==> src/rtl/rv_decode_pkg.sv <==
`default_nettype none
// ============================================================================
// Module   : rv_decode_pkg
// Brief    : Shared RV32I decode constants, ALU codes, bundle record type
//            and 32-bit immediate extraction helpers.
// Revision : 1.0 - initial release
// ============================================================================
package rv_decode_pkg;

  // Major opcodes (inst[6:0])
  localparam logic [6:0] OP_R      = 7'b0110011;
  localparam logic [6:0] OP_IMM    = 7'b0010011;
  localparam logic [6:0] OP_LOAD   = 7'b0000011;
  localparam logic [6:0] OP_STORE  = 7'b0100011;
  localparam logic [6:0] OP_BRANCH = 7'b1100011;
  localparam logic [6:0] OP_JAL    = 7'b1101111;
  localparam logic [6:0] OP_JALR   = 7'b1100111;
  localparam logic [6:0] OP_LUI    = 7'b0110111;
  localparam logic [6:0] OP_AUIPC  = 7'b0010111;

  // ALU operation codes ({funct3, alt} encoding; branches compare via SUB)
  localparam logic [3:0] ALU_ADD = 4'b0000;
  localparam logic [3:0] ALU_SUB = 4'b0001;

  // Decoded control fields; the XLEN-wide immediate travels alongside
  typedef struct packed {
    logic [4:0] rs1;
    logic [4:0] rs2;
    logic [4:0] rd;
    logic [3:0] alu_sel;
    logic       b_sel;
    logic       imm_sel;
    logic       wdata_sel;
    logic       regs_wen;
    logic [3:0] ram_sel;
    logic       branch;
    logic       jump;
    logic       illegal;
  } dec_bundle_t;

  // Immediates as 32-bit values, already sign-extended to 32 bits
  function automatic logic [31:0] imm_i(input logic [31:0] inst);
    return {{20{inst[31]}}, inst[31:20]};
  endfunction

  function automatic logic [31:0] imm_s(input logic [31:0] inst);
    return {{20{inst[31]}}, inst[31:25], inst[11:7]};
  endfunction

  function automatic logic [31:0] imm_b(input logic [31:0] inst);
    return {{19{inst[31]}}, inst[31], inst[7], inst[30:25], inst[11:8], 1'b0};
  endfunction

  function automatic logic [31:0] imm_j(input logic [31:0] inst);
    return {{11{inst[31]}}, inst[31], inst[19:12], inst[20], inst[30:21], 1'b0};
  endfunction

  function automatic logic [31:0] imm_u(input logic [31:0] inst);
    return {inst[31:12], 12'b0};
  endfunction

endpackage
`default_nettype wire

==> src/rtl/inst_decoder.sv <==
`default_nettype none
// ============================================================================
// Module   : inst_decoder
// Brief    : Purely combinational RV32I decoder: instruction word in,
//            control bundle and sign-extended XLEN immediate out.
// Revision : 1.0 - initial release
// ============================================================================
module inst_decoder
  import rv_decode_pkg::*;
#(
  parameter int XLEN = 32
) (
  input  logic [31:0]     inst,
  output dec_bundle_t     bundle,
  output logic [XLEN-1:0] imm
);

  logic [6:0]  opcode;
  logic [2:0]  f3;
  logic [31:0] imm32;

  assign opcode = inst[6:0];
  assign f3     = inst[14:12];

  // All 32-bit immediates are sign-correct, so widening is a signed cast
  assign imm = XLEN'($signed(imm32));

  // Opcode table; defaults first so every path is fully assigned
  always_comb begin
    bundle           = '0;
    bundle.rs1       = inst[19:15];
    bundle.rs2       = inst[24:20];
    bundle.rd        = inst[11:7];
    bundle.alu_sel   = ALU_ADD;
    bundle.regs_wen  = 1'b1;
    imm32            = '0;

    if (inst[1:0] != 2'b11) begin
      bundle.illegal  = 1'b1;
      bundle.regs_wen = 1'b0;
    end else begin
      case (opcode)
        OP_R: begin
          bundle.alu_sel = {f3, inst[30]};
        end
        OP_IMM: begin
          bundle.b_sel   = 1'b1;
          bundle.imm_sel = 1'b1;
          imm32          = imm_i(inst);
          // Only the shift-right group uses inst[30] to pick SRLI vs SRAI
          bundle.alu_sel = (f3 == 3'b101) ? {f3, inst[30]} : {f3, 1'b0};
        end
        OP_LOAD: begin
          bundle.b_sel     = 1'b1;
          bundle.imm_sel   = 1'b1;
          bundle.wdata_sel = 1'b1;
          bundle.ram_sel   = {f3, 1'b1};
          imm32            = imm_i(inst);
        end
        OP_STORE: begin
          bundle.b_sel    = 1'b1;
          bundle.imm_sel  = 1'b1;
          bundle.regs_wen = 1'b0;
          bundle.ram_sel  = {f3, 1'b0};
          imm32           = imm_s(inst);
        end
        OP_BRANCH: begin
          bundle.branch   = 1'b1;
          bundle.regs_wen = 1'b0;
          bundle.alu_sel  = ALU_SUB;
          imm32           = imm_b(inst);
        end
        OP_JAL: begin
          bundle.jump = 1'b1;
          imm32       = imm_j(inst);
        end
        OP_JALR: begin
          bundle.jump    = 1'b1;
          bundle.b_sel   = 1'b1;
          bundle.imm_sel = 1'b1;
          imm32          = imm_i(inst);
        end
        OP_LUI, OP_AUIPC: begin
          bundle.b_sel   = 1'b1;
          bundle.imm_sel = 1'b1;
          imm32          = imm_u(inst);
        end
        default: begin
          bundle.illegal  = 1'b1;
          bundle.regs_wen = 1'b0;
        end
      endcase
    end
  end

endmodule
`default_nettype wire

==> src/rtl/decode_stage.sv <==
`default_nettype none
// ============================================================================
// Module   : decode_stage
// Brief    : RV32I decode pipeline stage with valid/ready handshakes, an
//            output register plus one skid entry, and a priority flush.
// Revision : 1.0 - initial release
// ============================================================================
module decode_stage
  import rv_decode_pkg::*;
#(
  parameter int XLEN = 32
) (
  input  logic            clk,
  input  logic            rst,
  input  logic            in_valid,
  output logic            in_ready,
  input  logic [31:0]     in_inst,
  input  logic [XLEN-1:0] in_pc,
  input  logic            flush,
  output logic            out_valid,
  input  logic            out_ready,
  output logic [XLEN-1:0] out_pc,
  output logic [4:0]      rs1,
  output logic [4:0]      rs2,
  output logic [4:0]      rd,
  output logic [3:0]      alu_sel,
  output logic            b_sel,
  output logic            imm_sel,
  output logic            wdata_sel,
  output logic            regs_wen,
  output logic [3:0]      ram_sel,
  output logic [XLEN-1:0] imm,
  output logic            branch,
  output logic            jump,
  output logic            illegal
);

  dec_bundle_t     dec_bundle;
  logic [XLEN-1:0] dec_imm;

  dec_bundle_t     out_bundle;
  logic [XLEN-1:0] out_imm;
  logic [XLEN-1:0] out_pc_q;
  logic            out_full;

  dec_bundle_t     skid_bundle;
  logic [XLEN-1:0] skid_imm;
  logic [XLEN-1:0] skid_pc;
  logic            skid_full;

  logic            accept;
  logic            out_free;

  // Decode happens at accept time so both entries hold finished bundles
  inst_decoder #(
    .XLEN (XLEN)
  ) u_inst_decoder (
    .inst   (in_inst),
    .bundle (dec_bundle),
    .imm    (dec_imm)
  );

  // Ready depends only on a register, so no combinational path from out_ready
  assign in_ready = !skid_full;
  assign accept   = in_valid && !skid_full;
  assign out_free = !out_full || out_ready;

  // Two-entry storage: output register refills from skid first, then input
  always_ff @(posedge clk or posedge rst) begin
    if (rst) begin
      out_full    <= 1'b0;
      out_bundle  <= '0;
      out_imm     <= '0;
      out_pc_q    <= '0;
      skid_full   <= 1'b0;
      skid_bundle <= '0;
      skid_imm    <= '0;
      skid_pc     <= '0;
    end else if (flush) begin
      out_full  <= 1'b0;
      skid_full <= 1'b0;
    end else if (out_free) begin
      if (skid_full) begin
        out_bundle <= skid_bundle;
        out_imm    <= skid_imm;
        out_pc_q   <= skid_pc;
        out_full   <= 1'b1;
        skid_full  <= 1'b0;
      end else if (accept) begin
        out_bundle <= dec_bundle;
        out_imm    <= dec_imm;
        out_pc_q   <= in_pc;
        out_full   <= 1'b1;
      end else begin
        out_full <= 1'b0;
      end
    end else if (accept) begin
      skid_bundle <= dec_bundle;
      skid_imm    <= dec_imm;
      skid_pc     <= in_pc;
      skid_full   <= 1'b1;
    end
  end

  assign out_valid = out_full;
  assign out_pc    = out_pc_q;
  assign imm       = out_imm;
  assign rs1       = out_bundle.rs1;
  assign rs2       = out_bundle.rs2;
  assign rd        = out_bundle.rd;
  assign alu_sel   = out_bundle.alu_sel;
  assign b_sel     = out_bundle.b_sel;
  assign imm_sel   = out_bundle.imm_sel;
  assign wdata_sel = out_bundle.wdata_sel;
  assign regs_wen  = out_bundle.regs_wen;
  assign ram_sel   = out_bundle.ram_sel;
  assign branch    = out_bundle.branch;
  assign jump      = out_bundle.jump;
  assign illegal   = out_bundle.illegal;

endmodule
`default_nettype wire

==> config.mk <==
export PLATFORM = sky130hd
export DESIGN_NAME = decode_stage
export DESIGN_NICKNAME = d
export VERILOG_FILES = /design/src/rtl/rv_decode_pkg.sv /design/src/rtl/inst_decoder.sv /design/src/rtl/decode_stage.sv
export SDC_FILE = /design/constraint.sdc
export NUM_CORES = 1
export LEC_CHECK = 0
export CORE_MARGIN = 2
export CORE_UTILIZATION = 47
export DETAILED_ROUTE_END_ITERATION = 8
export GPL_ROUTABILITY_DRIVEN = 0
export PLACE_DENSITY = 0.77
export SLEW_MARGIN = 0
export SYNTH_ARGS = -nofsm -noshare
export SYNTH_HDL_FRONTEND = slang
export SYNTH_SLANG_ARGS = --single-unit
==> constraint.sdc <==
create_clock -name clk -period 6.75 [get_ports clk]
set_input_delay 1.6875 -clock clk [delete_from_list [all_inputs] [get_ports clk]]
set_output_delay 1.6875 -clock clk [all_outputs]
set_load 0.1 [all_outputs]
==> impl_metrics.csv <==
group,metric,value,unit
outcome,run_status,"finished, final reports clean",
yosys,synth_edf_count,0,
power,combPwrFrac,0.310,
detailed_routing,wl,21000,microns
power,p_leak,4.53,nW
clocking,cts_setup_buffers,0,
yosys,yosys_most_used_dff,"dfrtp_1",
layout,nFillCells,1511,
power,power_frac_clock,0.278,
layout,layout.nets,1065,
yosys,yosysSeqAreaShare,0.562,
setup_path,slowest_stage,"a21oi_1",
setup_path,worstReg2RegStart,"skid_full$_DFFE_PP0P_",
job,cap_violations,0,
placement,portBuffers,164,
setup_path,critPathKind,"input pin to register",
detailed_routing,via_per_inst,5.47,
yosys,ys_ff_latch,188,
die,core_area,17400,sq um
clocking,cts_tree,"done",
layout,multi_input_area,3390,sq um
global_route,grt_max_degree,149,
layout,final_cell_mix,"nand2_1 (247), dfrtp_1 (187), clkdlybuf4s50_1 (164), o21ai_1 (64), nor2_1 (49)",
timing,finalHoldViolCount,0,
timing,fin_setup_tns,0,ps
die,die_width,137,microns
die,num_rows,48,
clocking,cts-root-buf,"clkbuf_16",
setup_path,startpoint,"flush",
setup_path,cp.arrival,4370,ps
layout,drive_above_1_share,0.0605,
clocking,insertion_delay,430,ps
setup_path,cp_num_cells,5,
timing,clock_skew,10.0,ps
clocking,cts_buffers,17,
setup_path,crit_path_frequent_cell,"a21oi_1",
detailed_routing,via_count,6739,
yosys,netlist_instances,867,
clocking,clk_pin_slew,60,ps
global_route,grt_usage,0.230,
power,power.switching,1.29,mW
die,start_util,0.482,
power,netSwitchingFraction,0.381,
power,pwr-share-seq,0.412,
detailed_routing,dr.first_iter.drc_count,391,
timing,fin_hold_ws,473,ps
global_route,antenna_found_initial,0,
setup_path,reg2reg_slack,3900,ps
layout,synthToLayoutAreaGrowth,27.3,%
global_route,grt_first_pass_wirelength,33800,microns
setup_path,cp-end-kind,"register",
die,dieArea,18900,sq um
die,fp.dieH,137,microns
detailed_routing,dr.pass1.iters,5,
power,power.density,318,nW/um^2
setup_path,path_buf_inv,1,
setup_path,crit_family,"compound AO/OA/AOI/OAI gates",
setup_path,rr_worst_depth,5,
timing,timing.final.crit_share,0.610,
placement,dp_hpwl,13800,microns
layout,regArea,4710,sq um
setup_path,path_max_fanout,91,
die,io_pins,165,
clocking,htreeDepth,4,
detailed_routing,antenna_left,0,
power,internal_power,2.10,mW
power,irDropWorstVdd,0.000196,V
timing,slew_headroom,0.250,
clocking,cts_buffer_depth,2,
yosys,synth_nets,936,
hold_path,hold_class,"register to register",
timing,rsz0062_at_grt,"false",
layout,layout.cells.most_common,"nand2_1",
clocking,clock-sinks,188,
setup_path,reg2reg_to,"imm[22]$_DFFE_PP0P_",
timing,finalSetupViolCount,0,
layout,diodes,0,
yosys,avgSynthCellArea,9.65,sq um
global_route,grt_pass1_vias,6508,
setup_path,critical_path.startpoint_type,"input pin",
timing,period_minus_slack,4110,ps
clocking,cts_resized,0,
timing,worstMarginPinSlew,1120,ps
setup_path,worstPathRequired,7010,ps
yosys,synthesis.area,8370,sq um
timing,finalMaxSlewViolations,0,
setup_path,slowest_delay,950,ps
setup_path,critPathCapture,"skid_imm[21]$_DFFE_PP0P_",
yosys,synthArstFlopShare,1.00,
yosys,yosys_warnings,0,
global_route,grt.overflow.total,0,
yosys,ys_types,58,
layout,fin_util,0.614,
detailed_routing,wl_per_cell,17.1,microns
detailed_routing,drc,0,
timing,fmax,0.243,GHz
clocking,ctsHoldBuffers,0,
setup_path,crit_chain,"clkdlybuf4s50_1 > nand2b_1 > or3_4 > a21oi_1 > a21oi_1",
per-stage QoR:
step                      instances  worst slack [ps]  total power [mW]  cell area (sq um)
after global routing           1233              2570              3.54              10700
after floorplan                 867              2640              2.19               8370
after CTS                      1233              2740              3.42              10700
after global placement         1202              2400              2.45              10100
final                          1233              2640              3.39              10700
after detailed placement       1202              2280              2.47              10100
worst min-delay path by stage:
stage,from,to,slack (ps),cells after the start
after global routing,skid_bundle[16]$_DFFE_PP0P_,skid_bundle[16]$_DFFE_PP0P_,490,2
after floorplan,skid_bundle[0]$_DFFE_PP0P_,skid_bundle[0]$_DFFE_PP0P_,440,2
after detailed placement,skid_pc[21]$_DFFE_PP0P_,skid_pc[21]$_DFFE_PP0P_,460,2
after CTS,skid_bundle[18]$_DFFE_PP0P_,skid_bundle[18]$_DFFE_PP0P_,480,2
after global placement,skid_bundle[0]$_DFFE_PP0P_,skid_bundle[0]$_DFFE_PP0P_,450,2
final,skid_pc[4]$_DFFE_PP0P_,skid_pc[4]$_DFFE_PP0P_,470,2
area by class of cell:
class | count | share of cell area
clock buffers | 24 | 0.0452
clock inverters | 7 | 0.00622
inverters | 4 | 0.00176
multi-input cells | 614 | 0.318
flip-flops and latches | 188 | 0.442
well taps | 225 | 0.0264
repair buffers | 171 | 0.160
cell usage after synthesis, types with 2 or more instances:
| cell type | number | area [sq um] |
|---|---|---|
| nand2_1 | 247 | 927 |
| dfrtp_1 | 188 | 4700 |
| o21ai_1 | 64 | 320 |
| nor2_1 | 49 | 184 |
| mux2i_1 | 47 | 470 |
| a21oi_1 | 39 | 195 |
| clkbuf_1 | 33 | 124 |
| nand3_1 | 25 | 125 |
| buf_2 | 22 | 110 |
| o211ai_1 | 19 | 143 |
| nor3_1 | 17 | 85.1 |
| o21ai_0 | 17 | 85.1 |
| a211oi_2 | 10 | 125 |
| o21a_1 | 8 | 60.1 |
| a22o_1 | 7 | 61.3 |
| nand3b_1 | 7 | 52.6 |
| o221ai_1 | 5 | 43.8 |
| a22oi_1 | 4 | 30.0 |
| nand2b_1 | 4 | 25.0 |
| or3_1 | 4 | 25.0 |
| buf_4 | 3 | 22.5 |
| inv_1 | 3 | 11.3 |
| nor2b_1 | 3 | 18.8 |
| a21o_1 | 2 | 15.0 |
| and3b_1 | 2 | 17.5 |
| buf_6 | 2 | 22.5 |
| nor3_2 | 2 | 20.0 |
| o22ai_1 | 2 | 12.5 |
| o31ai_1 | 2 | 15.0 |
| o32a_1 | 2 | 20.0 |
power groups by stage:
stage / Sequential (mW) / Clock [mW] / Combinational, mW
after floorplan: 1.94 / 0 / 0.243
after global placement: 1.41 / 0 / 1.04
after detailed placement: 1.42 / 0 / 1.06
after CTS: 1.40 / 0.961 / 1.06
after global routing: 1.42 / 1.01 / 1.11
final: 1.40 / 0.943 / 1.05
metal layers:
metal	wire, microns	global-route usage	vias to the layer above	share of wire
met5	0	0	-	0
met4	209	0.0550	0	0.0099
met3	1360	0.0526	18	0.065
met2	9920	0.368	217	0.47
met1	9540	0.319	3284	0.45
li1	-	-	3220	-
cells by family after synthesis:
family / count (synthesis) / synth area share
simple gates: 374 / 0.195
flops: 188 / 0.562
mux: 48 / 0.0580
compound gates: 192 / 0.149
buf+inv: 65 / 0.0356
tightest hold or removal path, stage by stage, from the launching register on:
cell and delay [ps]:
dfrtp_1 340, nand2_1 50, nand2_1 50
state kept, by name (all words and copies together) (netlist names), 4 cells and up:
| name | flops |
|---|---|
| rd | 5 |
| out_pc | 32 |
| rs2 | 5 |
| skid_bundle | 29 |
| skid_pc | 32 |
| skid_imm | 32 |
| rs1 | 5 |
| imm | 32 |
| ram_sel | 4 |
| alu_sel | 4 |
No activity file was read; power rests on OpenSTA's default activity.
